==> src/rtl/mem_bus_target.sv <==
// mem_bus_target: memory target on the req/gnt/start/rdy CPU-memory bus.
//
// A master raises req and gets gnt. While granted it presents a command
// with start. The command waits WAIT_STATES extra cycles, then runs. It
// completes with a one-cycle rdy pulse that carries rdata and err.
//
// Parameters:
//   DW          data width
//   AW          address width
//   DEPTH       number of implemented words (1..2**AW); addr >= DEPTH is an error
//   WAIT_STATES extra cycles between start and rdy (0..15)
//   CNT_W       width of the statistics counters
//
// Ports:
//   clk     rising-edge clock
//   rst_n   asynchronous active-low reset
//   req     master requests the bus
//   start   command valid; sampled only while granted and in GRANT
//   addr    command address
//   mode    00 read, 01 write, 10 clear (write zero), 11 illegal
//   wdata   write data
//   gnt     bus granted
//   rdy     one-cycle command completion
//   rdata   read data, valid only with rdy (zero otherwise)
//   err     command failed, valid only with rdy
//   rd_cnt  completed error-free reads, saturating
//   wr_cnt  completed error-free writes/clears, saturating
//
// Build option:
//   MEM_BUS_STATS_EN  When defined, the design builds the rd_cnt/wr_cnt
//                     counters. When undefined, both outputs are tied to
//                     zero and no counter flops exist.
//
// Contents of the storage array are not affected by reset.

module mem_bus_target #(
  parameter int unsigned DW          = 8,
  parameter int unsigned AW          = 8,
  parameter int unsigned DEPTH       = 256,
  parameter int unsigned WAIT_STATES = 0,
  parameter int unsigned CNT_W       = 16
) (
  input  logic             clk,
  input  logic             rst_n,
  input  logic             req,
  input  logic             start,
  input  logic [AW-1:0]    addr,
  input  logic [1:0]       mode,
  input  logic [DW-1:0]    wdata,
  output logic             gnt,
  output logic             rdy,
  output logic [DW-1:0]    rdata,
  output logic             err,
  output logic [CNT_W-1:0] rd_cnt,
  output logic [CNT_W-1:0] wr_cnt
);

  localparam int unsigned IW = (DEPTH > 1) ? $clog2(DEPTH) : 1;

  localparam logic [1:0] ModeRead  = 2'b00;
  localparam logic [1:0] ModeWrite = 2'b01;
  localparam logic [1:0] ModeClear = 2'b10;

  typedef enum logic [1:0] {
    StIdle,
    StGrant,
    StAccess,
    StDone
  } state_e;

  state_e          state_q;
  logic [3:0]      wcnt_q;
  logic [AW-1:0]   addr_q;
  logic [1:0]      mode_q;
  logic [DW-1:0]   wdata_q;
  logic [DW-1:0]   res_data_q;
  logic            res_err_q;

  logic [DW-1:0]   mem [DEPTH];

  logic            in_range;
  logic            cmd_err;
  logic            exec;
  logic            mem_we;
  logic [IW-1:0]   mem_idx;
  logic [DW-1:0]   mem_rdata;

  always_comb begin
    in_range  = (32'(addr_q) < DEPTH);
    cmd_err   = (mode_q == 2'b11) || !in_range;
    exec      = (state_q == StAccess) && (wcnt_q == 4'd0);
    mem_idx   = addr_q[IW-1:0];
    mem_rdata = in_range ? mem[mem_idx] : '0;
    mem_we    = exec && !cmd_err && ((mode_q == ModeWrite) || (mode_q == ModeClear));
  end

  // Storage array. It has no reset, so it can map onto RAM. The write is
  // gated by state_q. An asynchronous reset therefore drops any pending
  // write.
  always_ff @(posedge clk) begin
    if (mem_we) begin
      mem[mem_idx] <= (mode_q == ModeWrite) ? wdata_q : '0;
    end
  end

  // Control FSM with registered outputs. The command executes on the edge
  // that enters DONE. The storage array updates and the result is captured
  // on that same edge. DONE then drives rdy/rdata/err for the following
  // cycle. That timing puts rdy WAIT_STATES+2 cycles after the start edge.
  always_ff @(posedge clk or negedge rst_n) begin
    if (!rst_n) begin
      state_q    <= StIdle;
      gnt        <= 1'b0;
      rdy        <= 1'b0;
      err        <= 1'b0;
      rdata      <= '0;
      wcnt_q     <= 4'd0;
      addr_q     <= '0;
      mode_q     <= ModeRead;
      wdata_q    <= '0;
      res_data_q <= '0;
      res_err_q  <= 1'b0;
    end else begin
      rdy   <= 1'b0;
      err   <= 1'b0;
      rdata <= '0;
      unique case (state_q)
        StIdle: begin
          if (req) begin
            state_q <= StGrant;
            gnt     <= 1'b1;
          end
        end
        StGrant: begin
          if (start) begin
            addr_q  <= addr;
            mode_q  <= mode;
            wdata_q <= wdata;
            wcnt_q  <= 4'(WAIT_STATES);
            state_q <= StAccess;
          end else if (!req) begin
            state_q <= StIdle;
            gnt     <= 1'b0;
          end
        end
        StAccess: begin
          if (wcnt_q != 4'd0) begin
            wcnt_q <= wcnt_q - 4'd1;
          end else begin
            res_data_q <= (!cmd_err && (mode_q == ModeRead)) ? mem_rdata : '0;
            res_err_q  <= cmd_err;
            state_q    <= StDone;
          end
        end
        StDone: begin
          rdy   <= 1'b1;
          rdata <= res_data_q;
          err   <= res_err_q;
          if (req) begin
            state_q <= StGrant;
          end else begin
            state_q <= StIdle;
            gnt     <= 1'b0;
          end
        end
        default: begin
          state_q <= StIdle;
          gnt     <= 1'b0;
        end
      endcase
    end
  end

`ifdef MEM_BUS_STATS_EN
  // Counters advance on the same edge that raises rdy. mode_q still holds
  // the completing command during DONE.
  always_ff @(posedge clk or negedge rst_n) begin
    if (!rst_n) begin
      rd_cnt <= '0;
      wr_cnt <= '0;
    end else if ((state_q == StDone) && !res_err_q) begin
      if (mode_q == ModeRead) begin
        if (rd_cnt != {CNT_W{1'b1}}) begin
          rd_cnt <= rd_cnt + CNT_W'(1);
        end
      end else if (wr_cnt != {CNT_W{1'b1}}) begin
        wr_cnt <= wr_cnt + CNT_W'(1);
      end
    end
  end
`else
  assign rd_cnt = '0;
  assign wr_cnt = '0;
`endif

endmodule

==> config.mk <==
export PLATFORM = sky130hd
export DESIGN_NAME = mem_bus_target
export DESIGN_NICKNAME = d
export VERILOG_FILES = /design/src/rtl/mem_bus_target.sv
export SDC_FILE = /design/constraint.sdc
export NUM_CORES = 2
export LEC_CHECK = 0
export ABC_CLOCK_PERIOD_IN_PS = 6600
export BUFFER_PORTS_ARGS = -buffer_cell sky130_fd_sc_hd__buf_2
export CAP_MARGIN = 25
export CORE_MARGIN = 3
export CORE_UTILIZATION = 40
export DETAILED_ROUTE_END_ITERATION = 12
export SLEW_MARGIN = 5
export SYNTH_ARGS = -nofsm -noshare
export SYNTH_HDL_FRONTEND = slang
export SYNTH_SLANG_ARGS = --single-unit
==> constraint.sdc <==
create_clock -name clk -period 6.6 [get_ports clk]
set_input_delay 0.99 -clock clk [delete_from_list [all_inputs] [get_ports clk]]
set_output_delay 0.99 -clock clk [all_outputs]
set_load 0.01 [all_outputs]
==> impl_metrics.yaml <==
yosys:
  synth_most_common_cell: "edfxtp_1"
  syn_area_um2: 81330
  ys.warnings.count: 0
  ys_types: 56
  synth_top_cell_by_area: "edfxtp_1"
  syn_area_per_cell_um2: 21.19
  ys_ff_latch: 2092
  synth.yosys.seq_area_share: 0.7697
  async_flop_share: 0.02103
  synth_common_cells: "edfxtp_1, mux4_2, nor2_1"
  synthTopCellsByArea: "edfxtp_1, mux4_2, mux2i_1"
  synth_top_area_share: 0.7562
  synth_enable_flop_cells: 2048
  synthFlopType: "edfxtp_1"
  synth_cells: 3839
place:
  gp_congestion: 0.8556
  place.port_buffers: 32
  place_area_um2: 84560
  hpwl_um: 125400
run:
  drv_cap: 0
route:
  first_pass_iters: 7
  finalWirelength_um: 207900
  vias: 39330
  ant_nets: 0
  wl_per_cell_um: 30.63
  route.detailed.drc: 0
  drtIter0Drc: 4681
  drt-vias-per-instance: 5.797
timing:
  fin_crit_ns: 4.616
  setup_viol: 0
  tightest_slew_ns: 1.089
  slew_violations: 0
  fin_setup_tns_ns: 0
  clock.fmax_mhz: 216.6
  slew_headroom: 0.2735
  worst_hold_slack_ns: 0.2562
  fin_worst_skew_ns: 0.04029
  period_share: 0.6994
  hold_viol: 0
  grt_setup_unrepaired: "false"
grt:
  antenna_found_initial: 5
  grt_max_degree: 170
  grt_pass1_vias: 39213
  gr-total-overflow: 0
  grt_pass1_wl_um: 299200
  grt_use_total: 0.1981
clock_tree:
  clk_pin_slew_ns: 0.06
  clockBufferDepth: 3
  cts_hold_buf: 0
  cts.sinks: 2092
  cts_resized: 0
  cts_setup_buffers: 0
  clockRootBuffer: "clkbuf_16"
  htreeDepth: 4
  cts_tree: "built"
  clk_latency_ns: 0.85
  numCtsBuffers: 212
cells_and_area:
  post-route-util: 0.4561
  areaGrowthSynthToFinish_pct: 12.66
  postLayoutCellArea_um2: 91630
  nNetsFinal: 3976
  layout-drive-gt1-share: 0.2404
critical_path:
  cp.required_ns: 7.06
  crit_type: "reg2reg"
  path_max_fanout: 16
  arrival_ns: 5.07
  cp-end-kind: "flip-flop"
  worstSetupStartpointType: "flip-flop"
floorplanning:
  start_util: 0.4049
  core_um2: 200900
  die_h_um: 456.9
  dieWidth_um: 456.9
  dieArea_um2: 208800
  io_pins: 65
  rows: 164
pwr:
  p_leak_nw: 29.11
  p_total_mw: 40.15
  ir_worst_vdd_v: 0.0003878
  power_density_nw_per_um2: 438.2
min_path:
  min_path_type: "in2async"
outcome:
  status: "finished, final reports clean"
-- critical path: stages (launching register included) --
cell	delay, ns
dfrtp_1	0.40
inv_1	0.09
ha_1	0.14
nor3b_2	0.27
nand2_1	0.31
nor3b_1	0.63
nand2_1	0.11
nor2_1	0.68
nand2_1	0.78
nor2_1	0.79
-- routing by layer --
layer | vias up | routed length (µm) | part of all wire | track usage
met2 | 1799 | 96240 | 0.46 | 0.3022
met3 | 333 | 16550 | 0.080 | 0.03842
met5 | - | 0 | 0 | 0
met4 | 0 | 6332 | 0.030 | 0.05999
li1 | 16154 | - | - | -
met1 | 21044 | 88730 | 0.43 | 0.2897
-- final timing paths --
path | from | to | slack (ns) | cells after the start
setup / recovery | wcnt_q[0] | mem[143][0] | 1.98 | 9
hold / removal | rst_n | wdata_q[5] | 0.26 | 2
setup reg to reg | wcnt_q[0] | mem[143][0] | 1.98 | 9
hold reg to reg | wdata_q[6] | wdata_q[6] | 0.51 | 1
max in group asynchronous | rst_n | addr_q[1] | 5.68 | 2
min in group clk | wdata[5] | wdata_q[5] | 0.38 | 2
-- cells in the final DEF (no fill, tap or decap), types with 12 or more instances in the layout --
master,netlist,routed
a221oi_1,18,18
bufinv_16,0,24
clkbuf_1,77,29
buf_4,49,61
nor2b_1,22,21
o211ai_1,14,14
a31oi_1,13,13
clkinv_2,0,31
o221ai_1,12,12
o21ai_0,42,42
conb_1,1,32
nor2_1,291,288
edfxtp_1,2048,2048
clkinv_1,0,56
a22o_1,20,20
mux4_2,482,482
buf_12,0,19
nand2_1,60,50
and3_1,14,14
mux2_2,48,48
nand3_1,35,29
dfrtp_1,44,39
a21oi_1,51,51
a22oi_1,51,51
mux2i_1,167,167
clkbuf_16,0,215
o22ai_1,41,41
buf_2,86,32
-- metrics by stage --
step	setup WS, ns	std cells
2_1_floorplan	1.822	3870
3_3_place_gp	2.101	6382
3_5_place_dp	1.951	6388
4_1_cts	1.934	6780
5_1_grt	1.784	6783
6_report	1.984	6785
-- kinds of logic after synthesis --
| group | Yosys count | synth area share |
|---|---|---|
| adders and majority gates | 5 | 0.0007692 |
| buffers and inverters | 261 | 0.01738 |
| DFF | 2092 | 0.7697 |
| and+or+nand+nor | 480 | 0.02618 |
| muxes | 697 | 0.1607 |
| AOI/OAI and AO/OA | 301 | 0.02503 |
| other | 1 | 0.00004611 |
| xor gates and xnor gates | 2 | 0.0002154 |
-- power by group --
part           switching (mW)  internal (mW)  total (mW)
Combinational            7.46           4.22        11.7
Clock                    5.10           6.95        12.1
Sequential              0.345           16.1        16.4
-- area by class of cell --
class / instances / area, µm²
repair buffers: 118 / 1092
flip-flops and latches: 2092 / 62610
diodes: 2 / 5.005
clock inverters: 145 / 1499
multi-input cells: 1517 / 17530
well taps: 2656 / 3323
clock buffers: 247 / 5530
fillers: 16556 / 109300
inverters: 8 / 30.03
-- flip-flops by register name (all words and copies together), names as in the netlist, named ones only --
name,cells
addr_q,8
err,1
gnt,1
mem,2048
mode_q,2
rdata,8
rdy,1
res_data_q,8
res_err_q,1
state_q,1
wcnt_q,4
wdata_q,8
Power figures use the tool's default switching activity.
